### config.mk
export PLATFORM = sky130hd
export DESIGN_NAME = vram_wr_sched
export DESIGN_NICKNAME = d
export VERILOG_FILES = /design/src/rtl/vga_pkg.sv /design/src/rtl/rr_arb.sv /design/src/rtl/vram_wr_sched.sv
export SDC_FILE = /design/constraint.sdc
export NUM_CORES = 1
export LEC_CHECK = 0
export ABC_AREA = 1
export CAP_MARGIN = 40
export CELL_PAD_IN_SITES_DETAIL_PLACEMENT = 1
export CELL_PAD_IN_SITES_GLOBAL_PLACEMENT = 2
export CORE_MARGIN = 2
export CORE_UTILIZATION = 21
export DETAILED_ROUTE_END_ITERATION = 8
export PLACE_DENSITY_LB_ADDON = 0.1
export SYNTH_ARGS = -nofsm -noshare
export SYNTH_HDL_FRONTEND = slang
export SYNTH_SLANG_ARGS = --single-unit
### constraint.sdc
create_clock -name i_clk -period 1.6 [get_ports i_clk]
set_clock_uncertainty 0.1 [all_clocks]
set_input_delay 0.16 -clock i_clk [delete_from_list [all_inputs] [get_ports i_clk]]
set_output_delay 0.16 -clock i_clk [all_outputs]
set_load 0.005 [all_outputs]
### src/rtl/vga_pkg.sv
// Shared types and constants for the VGA text pipeline.
//   vsched_state_t : vram_wr_sched FSM states
//   VRAM_*_LSB     : field offsets inside a VRAM word {char, red, green, blue}
//   VRAM_DEPTH_DEF : number of VRAM cells (80x60)
package vga_pkg;

  typedef enum logic [1:0] {
    S_IDLE       = 2'd0,
    S_WAIT_FRAME = 2'd1,
    S_CLEAR      = 2'd2
  } vsched_state_t;

  localparam int unsigned VRAM_COLOR_BIT = 4;
  localparam int unsigned VRAM_CHAR_BIT  = 8;
  localparam int unsigned VRAM_BLUE_LSB  = 0;
  localparam int unsigned VRAM_GREEN_LSB = VRAM_BLUE_LSB + VRAM_COLOR_BIT;
  localparam int unsigned VRAM_RED_LSB   = VRAM_GREEN_LSB + VRAM_COLOR_BIT;
  localparam int unsigned VRAM_CHAR_LSB  = VRAM_RED_LSB + VRAM_COLOR_BIT;
  localparam int unsigned VRAM_WORD_BIT  = VRAM_CHAR_LSB + VRAM_CHAR_BIT;

  localparam int unsigned VRAM_DEPTH_DEF = 4800;

endpackage

### src/rtl/rr_arb.sv
// Round-robin arbiter with one-hot combinational grant.
//   i_clk, i_rst_n : clock, async active-low reset
//   i_en           : arbitration enable; pointer only advances on an enabled grant
//   i_req          : request vector
//   o_gnt_c        : one-hot grant (combinational)
//   o_vld_c        : some request won this cycle (combinational)
module rr_arb #(
  parameter int unsigned P_NUM = 2
) (
  input  logic             i_clk,
  input  logic             i_rst_n,
  input  logic             i_en,
  input  logic [P_NUM-1:0] i_req,
  output logic [P_NUM-1:0] o_gnt_c,
  output logic             o_vld_c
);

  localparam int unsigned IDX_W = (P_NUM > 1) ? $clog2(P_NUM) : 1;

  logic [IDX_W-1:0] ptr;
  logic [IDX_W-1:0] win_idx_c;

  // Search starts at ptr and wraps around; first requester found wins.
  always_comb begin
    int unsigned k;
    k         = 0;
    win_idx_c = '0;
    o_vld_c   = 1'b0;
    for (int unsigned i = 0; i < P_NUM; i++) begin
      k = 32'(ptr) + i;
      if (k >= P_NUM) k = k - P_NUM;
      if (!o_vld_c && i_en && i_req[IDX_W'(k)]) begin
        o_vld_c   = 1'b1;
        win_idx_c = IDX_W'(k);
      end
    end
    o_gnt_c = o_vld_c ? (P_NUM'(1) << win_idx_c) : '0;
  end

  // Pointer moves to the index after the last winner.
  always_ff @(posedge i_clk or negedge i_rst_n) begin
    if (!i_rst_n) begin
      ptr <= '0;
    end else if (i_en && o_vld_c) begin
      ptr <= (win_idx_c == IDX_W'(P_NUM - 1)) ? '0 : win_idx_c + IDX_W'(1);
    end
  end

endmodule

### src/rtl/vram_wr_sched.sv
// VRAM write scheduler: round-robin sharing of the VRAM write port between
// requesters plus a full-screen clear engine, optionally restricted to blanking.
//   i_clk, i_rst_n       : clock, async active-low reset
//   i_rgb_on, i_vga_end  : active-video flag and end-of-frame pulse from syncgen
//   i_req/i_adr/i_dt     : packed per-requester write requests (slice k = requester k)
//   o_gnt                : one-hot grant, high in the same cycle as the write
//   i_clr_req, i_clr_dt  : clear request pulse and fill word
//   o_clr_busy/o_clr_done: clear pending-or-sweeping, and end-of-clear pulse
//   o_vram_wr_*          : registered VRAM write port
module vram_wr_sched
  import vga_pkg::*;
#(
  parameter int unsigned P_NUM_REQ    = 2,
  parameter int unsigned P_ADR_BIT    = 13,
  parameter int unsigned P_DT_BIT     = VRAM_WORD_BIT,
  parameter int unsigned P_VRAM_DEPTH = VRAM_DEPTH_DEF,
  parameter int unsigned P_BLANK_ONLY = 1
) (
  input  logic                           i_clk,
  input  logic                           i_rst_n,
  input  logic                           i_rgb_on,
  input  logic                           i_vga_end,
  input  logic [P_NUM_REQ-1:0]           i_req,
  input  logic [P_NUM_REQ*P_ADR_BIT-1:0] i_adr,
  input  logic [P_NUM_REQ*P_DT_BIT-1:0]  i_dt,
  output logic [P_NUM_REQ-1:0]           o_gnt,
  input  logic                           i_clr_req,
  input  logic [P_DT_BIT-1:0]            i_clr_dt,
  output logic                           o_clr_busy,
  output logic                           o_clr_done,
  output logic                           o_vram_wr_en,
  output logic [P_ADR_BIT-1:0]           o_vram_wr_adr,
  output logic [P_DT_BIT-1:0]            o_vram_wr_dt
);

  localparam int unsigned CLR_LAST = P_VRAM_DEPTH - 1;

  vsched_state_t          state;
  logic                   clr_pend;
  logic                   clr_last;
  logic [P_ADR_BIT-1:0]   clr_cnt;

  logic                   win_open_c;
  logic                   arb_en_c;
  logic                   pend_c;
  logic                   arb_vld_c;
  logic [P_NUM_REQ-1:0]   elig_c;
  logic [P_NUM_REQ-1:0]   arb_gnt_c;
  logic [P_ADR_BIT-1:0]   sel_adr_c;
  logic [P_DT_BIT-1:0]    sel_dt_c;

  assign win_open_c = (P_BLANK_ONLY == 0) || !i_rgb_on;
  assign arb_en_c   = win_open_c && (state == S_IDLE);
  assign pend_c     = clr_pend | i_clr_req;
  // A requester whose grant is showing this cycle already has its write.
  assign elig_c     = i_req & ~o_gnt;

  rr_arb #(
    .P_NUM (P_NUM_REQ)
  ) u_arb (
    .i_clk   (i_clk),
    .i_rst_n (i_rst_n),
    .i_en    (arb_en_c),
    .i_req   (elig_c),
    .o_gnt_c (arb_gnt_c),
    .o_vld_c (arb_vld_c)
  );

  // Winner's address/data mux.
  always_comb begin
    sel_adr_c = '0;
    sel_dt_c  = '0;
    for (int unsigned k = 0; k < P_NUM_REQ; k++) begin
      if (arb_gnt_c[k]) begin
        sel_adr_c = i_adr[k*P_ADR_BIT +: P_ADR_BIT];
        sel_dt_c  = i_dt[k*P_DT_BIT +: P_DT_BIT];
      end
    end
  end

  // Scheduler FSM with registered write port and status outputs.
  always_ff @(posedge i_clk or negedge i_rst_n) begin
    if (!i_rst_n) begin
      state         <= S_IDLE;
      clr_pend      <= 1'b0;
      clr_last      <= 1'b0;
      clr_cnt       <= '0;
      o_gnt         <= '0;
      o_clr_busy    <= 1'b0;
      o_clr_done    <= 1'b0;
      o_vram_wr_en  <= 1'b0;
      o_vram_wr_adr <= '0;
      o_vram_wr_dt  <= '0;
    end else begin
      o_gnt        <= '0;
      o_vram_wr_en <= 1'b0;
      o_clr_done   <= 1'b0;
      case (state)
        S_IDLE: begin
          clr_pend   <= pend_c;
          o_clr_busy <= pend_c;
          if (arb_vld_c) begin
            o_gnt         <= arb_gnt_c;
            o_vram_wr_en  <= 1'b1;
            o_vram_wr_adr <= sel_adr_c;
            o_vram_wr_dt  <= sel_dt_c;
          end else if (pend_c) begin
            state <= S_WAIT_FRAME;
          end
        end
        S_WAIT_FRAME: begin
          o_clr_busy <= 1'b1;
          if (i_vga_end) begin
            state    <= S_CLEAR;
            clr_pend <= 1'b0;
            clr_cnt  <= '0;
            clr_last <= 1'b0;
          end
        end
        S_CLEAR: begin
          clr_pend <= pend_c;
          if (clr_last) begin
            // Last word went out last cycle; a re-request keeps busy high.
            state      <= S_IDLE;
            clr_last   <= 1'b0;
            o_clr_done <= 1'b1;
            o_clr_busy <= pend_c;
          end else begin
            o_clr_busy <= 1'b1;
            if (win_open_c) begin
              o_vram_wr_en  <= 1'b1;
              o_vram_wr_adr <= clr_cnt;
              o_vram_wr_dt  <= i_clr_dt;
              if (clr_cnt == P_ADR_BIT'(CLR_LAST)) begin
                clr_last <= 1'b1;
              end else begin
                clr_cnt <= clr_cnt + P_ADR_BIT'(1);
              end
            end
          end
        end
        default: state <= S_IDLE;
      endcase
    end
  end

endmodule

==> reports/summary.md, run 1 <==
## Yosys
• number of storage elements in the synthesis netlist: 56
• multiplexer area fraction after synthesis: 0%
• area fraction in compound gates after synthesis: 3.64%
• Yosys cell types: 25
• Yosys top cell by area: dfrtp_1
• number of enable-type register cells in the synthesized netlist: 0
• Synth top area share: 39.9%
• adder-cell area share of the yosys netlist: 2.50%
• dominant combinational cell family by area after synthesis: simple AND/OR/NAND/NOR gates
• most frequent cell after synthesis: nand2_1
• synthesized instance count: 523
• synthesis warning total: 0
• cell area after synthesis: 3510 sq um
• most common flop cell mapped by yosys: dfrtp_1
• sequential element share of the synthesized area: 39.9%
• Post-Synthesis Mean Instance Area: 6.71 sq um
• area fraction in and, or, nand and nor cells after synthesis: 45.2%
• Net Count, Synth: 623
• list of most frequent post-synthesis cells: nand2_1, nand3_1, nor2_1, dfrtp_1, inv_1
• async set-reset flop share out of synthesis: 100%
• cells taking the most area after synthesis: dfrtp_1, nand2_1, nand3_1, nor2_1, inv_1
• fraction of synthesized cell area in xor and xnor cells: 0.749%

## Drt
• DRT Pass-1 Iters: 6
• per-cell via count in the routed design: 4.35
• overall routed net length: 13600 microns
• WL per Instance: 15.0 microns
• DR iter-0 viols: 126
• via count of the routed design: 3934
• DRC: 0
• Detail Route Antenna Nets: 0

## Finish
• final core occ: 35.9%
• Antenna Diode Count: 0
• Design Area, Final: 5910 sq um
• layout cells sized above 1: 19.0%
• nets@finish: 783
• Area Growth Syn to Fin: 68.5%
• number of filler instances in the final layout: 1991

## STA
• minimum period implied by the final worst setup slack: 1.70 ns
• Fmax: 0.588 GHz
• worst slew margin relative to its limit: 72.7%
• Final Hold Vio Count: 0
• final-report setup violation count: 47
• Worst Tran Pin Value: 0.409 ns
• RSZ-0062 raised after global routing: yes
• Period Utilization, post-route: 106%
• Max Slew Vio Count: 0
• Worst Slack Setup Final: -0.101 ns

## Floorplan
• die outline width: 133 microns
• initial core utilization: 21.3%
• area of the core: 16500 sq um
• total die area: 17800 sq um
• number of standard-cell rows in the floorplan: 47
• die height: 133 microns
• total I/O pin count: 131

## Global route
• met3 usage: 2.82%
• remaining global-route overflow: 0
• largest net degree at the start of global routing: 57
• GR Util All Layers: 15.8%
• vias in the first global route: 4261
• antenna violations before repair: 0
• wire length of the first global-routing pass: 22500 microns
• met2 Usage GRT: 26.9%
• met1 Track Usage GR: 20.4%
• Top Usage Layer GRT: met2

## Pwr
• proportion of total power due to net switching: 40.3%
• Internal Pwr Total: 5.10 mW
• leakage power summed over all cells: 2.78 nW
• Max IR drop VDD: 0.631 mV
• share of power burned in registers: 23.8%
• power share of the clock group: 16.3%
• switching power summed over all nets: 3.45 mW
• Comb power frac: 59.9%
• overall power consumption: 8.55 mW
• areal power density over the cells: 1450 nW/um^2

## Worst hold path
• class of the tightest hold or removal check: in2async

## Placed design
• dpl cell area: 5430 sq um
• routability congestion estimate from global placement: 0.742
• Post-DP HPWL: 9900 microns
• port buffer count: 130

## Status
• violations in the final reports: setup timing
• outcome: complete, but fails checks

## CTS
• total clock buffers created by CTS: 5
• clock slew seen by the registers of the worst setup and hold paths: 0.08 ns
• H-tree depth reported by CTS: 2
• clock insertion delay at the later pin of the skew report: 0.31 ns
• buffer levels on the longest clock path: 2
• clock tree from TritonCTS: yes
• CTS Root Cell: clkbuf_16
• sink count of the clock tree: 56

## Critical path
• critical path class: reg2reg
• largest stage delay on the critical path: 0.39 ns
• endpoint kind of the worst setup timing path: flip-flop
• CP startpoint kind: flip-flop
• maximum fanout count along the critical path: 29
• data arrival time at the worst-slack endpoint: 1.85 ns
• CP Cell Sequence: inv_2 > ha_4 > inv_4 > nor2_4 > nand2_2 > nand2_2 > buf_12 > nand3_1 > nand3_1 > nand2_1 > nand2_1
• Critical Path Slowest Stage Cell: dfrtp_1
• Data required, critical path: 1.75 ns
• reg-to-reg slack, setup: -0.10 ns
• Largest delay share family, worst path: simple AND/OR/NAND/NOR gates
• critical path buffer and inverter count: 3

## Run
• Max Cap Violations: 0

==> metrics by stage <==
| step | worst slack [ns] | hold slack, ns | setup TNS, ns | cells |
|---|---|---|---|---|
| floorplan | -0.0211 | -0.236 | -0.175 | 523 |
| global placement | -0.236 | 0.100 | -9.08 | 888 |
| detailed placement | -0.255 | 0.100 | -9.51 | 888 |
| CTS | -0.114 | 0.302 | -3.28 | 900 |
| global route | -0.218 | 0.303 | -8.00 | 904 |
| finish | -0.101 | 0.266 | -2.14 | 904 |
==> sequential cells by signal, summed over array words and instances, names as in the netlist, 2 cells and up <==
signal	flops
o_gnt	2
clr_cnt	13
o_vram_wr_dt	20
o_vram_wr_adr	13
state	2
==> placed cells by master (no fill, tap or decap) <==
cell,n
xor2_1,2
buf_2,1
xnor2_1,1
buf_4,34
nand3b_1,1
nor2_2,13
dfrtp_2,1
o21ai_2,9
ha_4,3
nand2_4,8
inv_2,5
o21ai_1,3
inv_4,3
nand4_1,5
buf_6,5
o21ai_0,6
dlygate4sd3_1,1
inv_1,22
o211ai_1,1
nand3_1,80
clkbuf_16,6
nor2_1,70
nor2_4,5
nand3_4,2
or2_2,2
nand2_1,173
a31oi_1,1
o21ai_4,1
bufinv_16,1
ha_1,4
nand2_2,11
buf_12,11
nand3_2,7
clkbuf_8,2
clkdlybuf4s50_1,129
dfrtp_1,55
==> final timing paths <==
path,startpoint,to,cells after the start
worst min-delay path,i_rst_n,o_vram_wr_dt[4]$_DFFE_PN0P_,3
min in group i_clk,o_vram_wr_dt[17]$_DFFE_PN0P_,o_vram_wr_dt[17]$_DFFE_PN0P_,2
worst max register to register,state[0]$_DFFE_PN0P_,o_vram_wr_adr[11]$_DFFE_PN0P_,11
worst min register to register,o_vram_wr_dt[17]$_DFFE_PN0P_,o_vram_wr_dt[17]$_DFFE_PN0P_,2
worst max-delay path,state[0]$_DFFE_PN0P_,o_vram_wr_adr[11]$_DFFE_PN0P_,11
max in group asynchronous,i_rst_n,clr_cnt[3]$_DFFE_PN0P_,3
==> worst register-to-register path, cell delays in order, from the launching register on <==
cell and delay [ns]:
dfrtp_1 0.39, inv_2 0.10, ha_4 0.17, inv_4 0.05, nor2_4 0.09, nand2_2 0.08, nand2_2 0.12, buf_12 0.19
nand3_1 0.12, nand3_1 0.10, nand2_1 0.06, nand2_1 0.06
==> metal layers <==
layer,part of all wire [%],vias to the layer above
met2,49,79
li1,-,1967
met4,1.7,0
met5,0,-
met1,45,1876
met3,3.7,12
==> cell type report <==
class                           instances  area (sq um)  area share (%)
Timing Repair Buffer                  182          1860            31.5
Multi-Input combinational cell        408          2070            35.0
Inverter                               30           120            2.03
Clock buffer                            7           153            2.58
Sequential cell                        56          1400            23.7
Clock inverter                          1          30.0           0.508
Tap cell                              220           275            4.65
==> cell families after synthesis <==
family	count (synthesis)
DFF	56
adders and majority gates	7
and+or+nand+nor	377
AOI/OAI and AO/OA	21
xor gates and xnor gates	3
buffers and inverters	59
==> power by group through the flow <==
stage,clock network (mW),logic [mW],registers [mW]
finish,1.40,5.12,2.03
global placement,0,4.66,2.05
detailed placement,0,4.73,2.06
floorplan,0,2.58,2.08
global route,1.50,5.74,2.09
CTS,1.47,5.02,2.04
==> repair_timing <==
item | CTS | global route
cloned | 0 | 1
pin swaps | 3 | 5
hold endpoints to repair | 56 | 0
endpoints found under the setup margin | 50 | 51
hold buffers | 1 | 0
gates resized for setup | 37 | 24
buffers inserted | 3 | 3
No activity file was read; power rests on OpenSTA's default activity.
==> run 2, diff against run 1 <==
--- a/config.mk
+++ b/config.mk
@@ -13,6 +13,7 @@
 export CORE_UTILIZATION = 21
 export DETAILED_ROUTE_END_ITERATION = 8
 export PLACE_DENSITY_LB_ADDON = 0.1
+export SKIP_CTS_REPAIR_TIMING = 1
 export SYNTH_ARGS = -nofsm -noshare
 export SYNTH_HDL_FRONTEND = slang
 export SYNTH_SLANG_ARGS = --single-unit
==> reports/summary.md, run 2 (same netlist as run 1, synthesis figures left out) <==
## Finish
• Largest register FFs: 20
• nets@finish: 785
• Antenna Diode Count: 0
• Seq. cell area: 1400 sq um
• largest registers: o_vram_wr_dt (20), clr_cnt (13), o_vram_wr_adr (13)
• Area Growth Syn to Fin: 67.5%
• register ranked first by flip-flop count: o_vram_wr_dt
• Design Area, Final: 5880 sq um
• leading cell type in the layout, fill and taps excluded: nand2_1
• final core occ: 35.7%
• multi-input logic area: 1980 sq um
• number of cells in the finished layout apart from fillers: 906
• layout cells sized above 1: 16.6%
• highest-count cells in the layout ignoring fill and taps: nand2_1, clkdlybuf4s50_1, nand3_1
• number of filler instances in the final layout: 1993

## Global route
• vias in the first global route: 4234
• largest net degree at the start of global routing: 57
• GR Util All Layers: 15.7%
• remaining global-route overflow: 0
• wire length of the first global-routing pass: 22400 microns
• antenna violations before repair: 0

## CTS
• CTS Root Cell: clkbuf_16
• clock tree from TritonCTS: yes
• H-tree depth reported by CTS: 2
• clock insertion delay at the later pin of the skew report: 0.31 ns
• buffer levels on the longest clock path: 2
• total clock buffers created by CTS: 5
• sink count of the clock tree: 56
• clock slew seen by the registers of the worst setup and hold paths: 0.08 ns

## STA
• worst slew margin relative to its limit: 73.1%
• Fmax: 0.575 GHz
• Worst Tran Pin Value: 0.402 ns
• Final Hold Vio Count: 0
• Period Utilization, post-route: 109%
• Max Slew Vio Count: 0
• RSZ-0062 raised after global routing: yes
• minimum period implied by the final worst setup slack: 1.74 ns
• sum of negative setup slack: -4.12 ns
• Fin Hold WS: 0.272 ns
• final-report setup violation count: 49
• Worst Slack Setup Final: -0.140 ns

## Drt
• WL per Instance: 15.6 microns
• Detail Route Antenna Nets: 0
• DR iter-0 viols: 143
• DRT Pass-1 Iters: 4
• via count of the routed design: 3938
• DRC: 0
• per-cell via count in the routed design: 4.35
• overall routed net length: 14200 microns

## Critical path
• largest stage delay on the critical path: 0.39 ns
• worst flop-to-flop path startpoint: state[0]$_DFFE_PN0P_
• reg-to-reg critical path endpoint: o_vram_wr_adr[7]$_DFFE_PN0P_
• maximum fanout count along the critical path: 14
• startpoint of the worst setup timing path: state[0]$_DFFE_PN0P_
• Critical Path Slowest Stage Cell: dfrtp_1
• CP Depth: 11
• critical path buffer and inverter count: 3
• reg-to-reg slack, setup: -0.14 ns
• number of cells on the worst reg-to-reg path: 11
• critical path class: reg2reg
• endpoint kind of the worst setup timing path: flip-flop
• data arrival time at the worst-slack endpoint: 1.89 ns
• CP startpoint kind: flip-flop
• CP Cell Sequence: inv_2 > ha_4 > inv_4 > nor2_4 > nand2_2 > nand2_4 > clkbuf_16 > nand3_1 > nand3_1 > nand2_1 > nand2_1
• Data required, critical path: 1.75 ns
• Largest delay share family, worst path: simple AND/OR/NAND/NOR gates
• Worst Setup EP: o_vram_wr_adr[7]$_DFFE_PN0P_

## Placed design
• Post-DP HPWL: 9900 microns
• dpl cell area: 5430 sq um
• routability congestion estimate from global placement: 0.742
• port buffer count: 130
• total placed cells including tap cells: 888

## Floorplan
• die height: 133 microns
• initial core utilization: 21.3%
• area of the core: 16500 sq um
• total die area: 17800 sq um
• number of standard-cell rows in the floorplan: 47
• total I/O pin count: 131
• die outline width: 133 microns

## Run
• Max Cap Violations: 0

## Pwr
• areal power density over the cells: 1460 nW/um^2
• Max IR drop VDD: 0.610 mV
• leakage power summed over all cells: 2.77 nW

## Status
• outcome: complete, but fails checks
• violations in the final reports: setup timing

## Worst hold path
• class of the tightest hold or removal check: in2async

run 2: cell types whose count changed in the layout (fill, tap and decap cells not counted), sizes merged:
cell / delta
clkbuf: +2
run 2: through the flow:
| stage | power, mW | setup WS, ns |
|---|---|---|
| 2_1_floorplan | 4.66 | -0.0211 |
| 3_3_place_gp | 6.71 | -0.236 |
| 3_5_place_dp | 6.79 | -0.255 |
| 4_1_cts | 8.27 | -0.224 |
| 5_1_grt | 9.37 | -0.257 |
| 6_report | 8.59 | -0.140 |
run 2: area by class of cell:
type	count	area share (%)
well taps	220	4.68
inverters	30	2.04
flip-flops and latches	56	23.9
clock buffers	7	2.60
clock inverters	1	0.511
multi-input cells	408	33.7
repair buffers	184	32.6
run 2: worst min-delay path by stage:
stage                  from                          end  cells after the start
floorplan           i_rst_n       clr_cnt[0]$_DFFE_PN0P_                      0
global placement    i_rst_n  o_vram_wr_dt[4]$_DFFE_PN0P_                      2
detailed placement  i_rst_n  o_vram_wr_dt[4]$_DFFE_PN0P_                      2
CTS                 i_rst_n  o_vram_wr_dt[4]$_DFFE_PN0P_                      2
global route        i_rst_n  o_vram_wr_dt[4]$_DFFE_PN0P_                      3
finish              i_rst_n  o_vram_wr_dt[4]$_DFFE_PN0P_                      3
run 2: power breakdown:
group / internal (mW) / switching (mW) / leakage, nW
sequential: 1.82 / 0.209 / 0.737
combinational: 2.50 / 2.67 / 1.94
clock: 0.827 / 0.565 / 0.0901
run 2: per-layer routing:
metal,GRT usage (%),up-vias,share of wire (%)
li1,-,1975,-
met3,2.82,12,3.7
met4,4.73,0,1.6
met1,20.5,1872,46
met2,26.6,79,49
met5,0,-,0
run 2: worst min-delay path, delay by kind of cell:
kind                   cells  cell delay (ns)
buffers and inverters      3             0.92
==> run 3, diff against run 2 <==
--- a/config.mk
+++ b/config.mk
@@ -14,6 +14,7 @@
 export DETAILED_ROUTE_END_ITERATION = 8
 export PLACE_DENSITY_LB_ADDON = 0.1
 export SKIP_CTS_REPAIR_TIMING = 1
+export SLEW_MARGIN = 40
 export SYNTH_ARGS = -nofsm -noshare
 export SYNTH_HDL_FRONTEND = slang
 export SYNTH_SLANG_ARGS = --single-unit
==> results of run 3 <==
The final DEF is identical to that of run 2; final timing and power are the same.
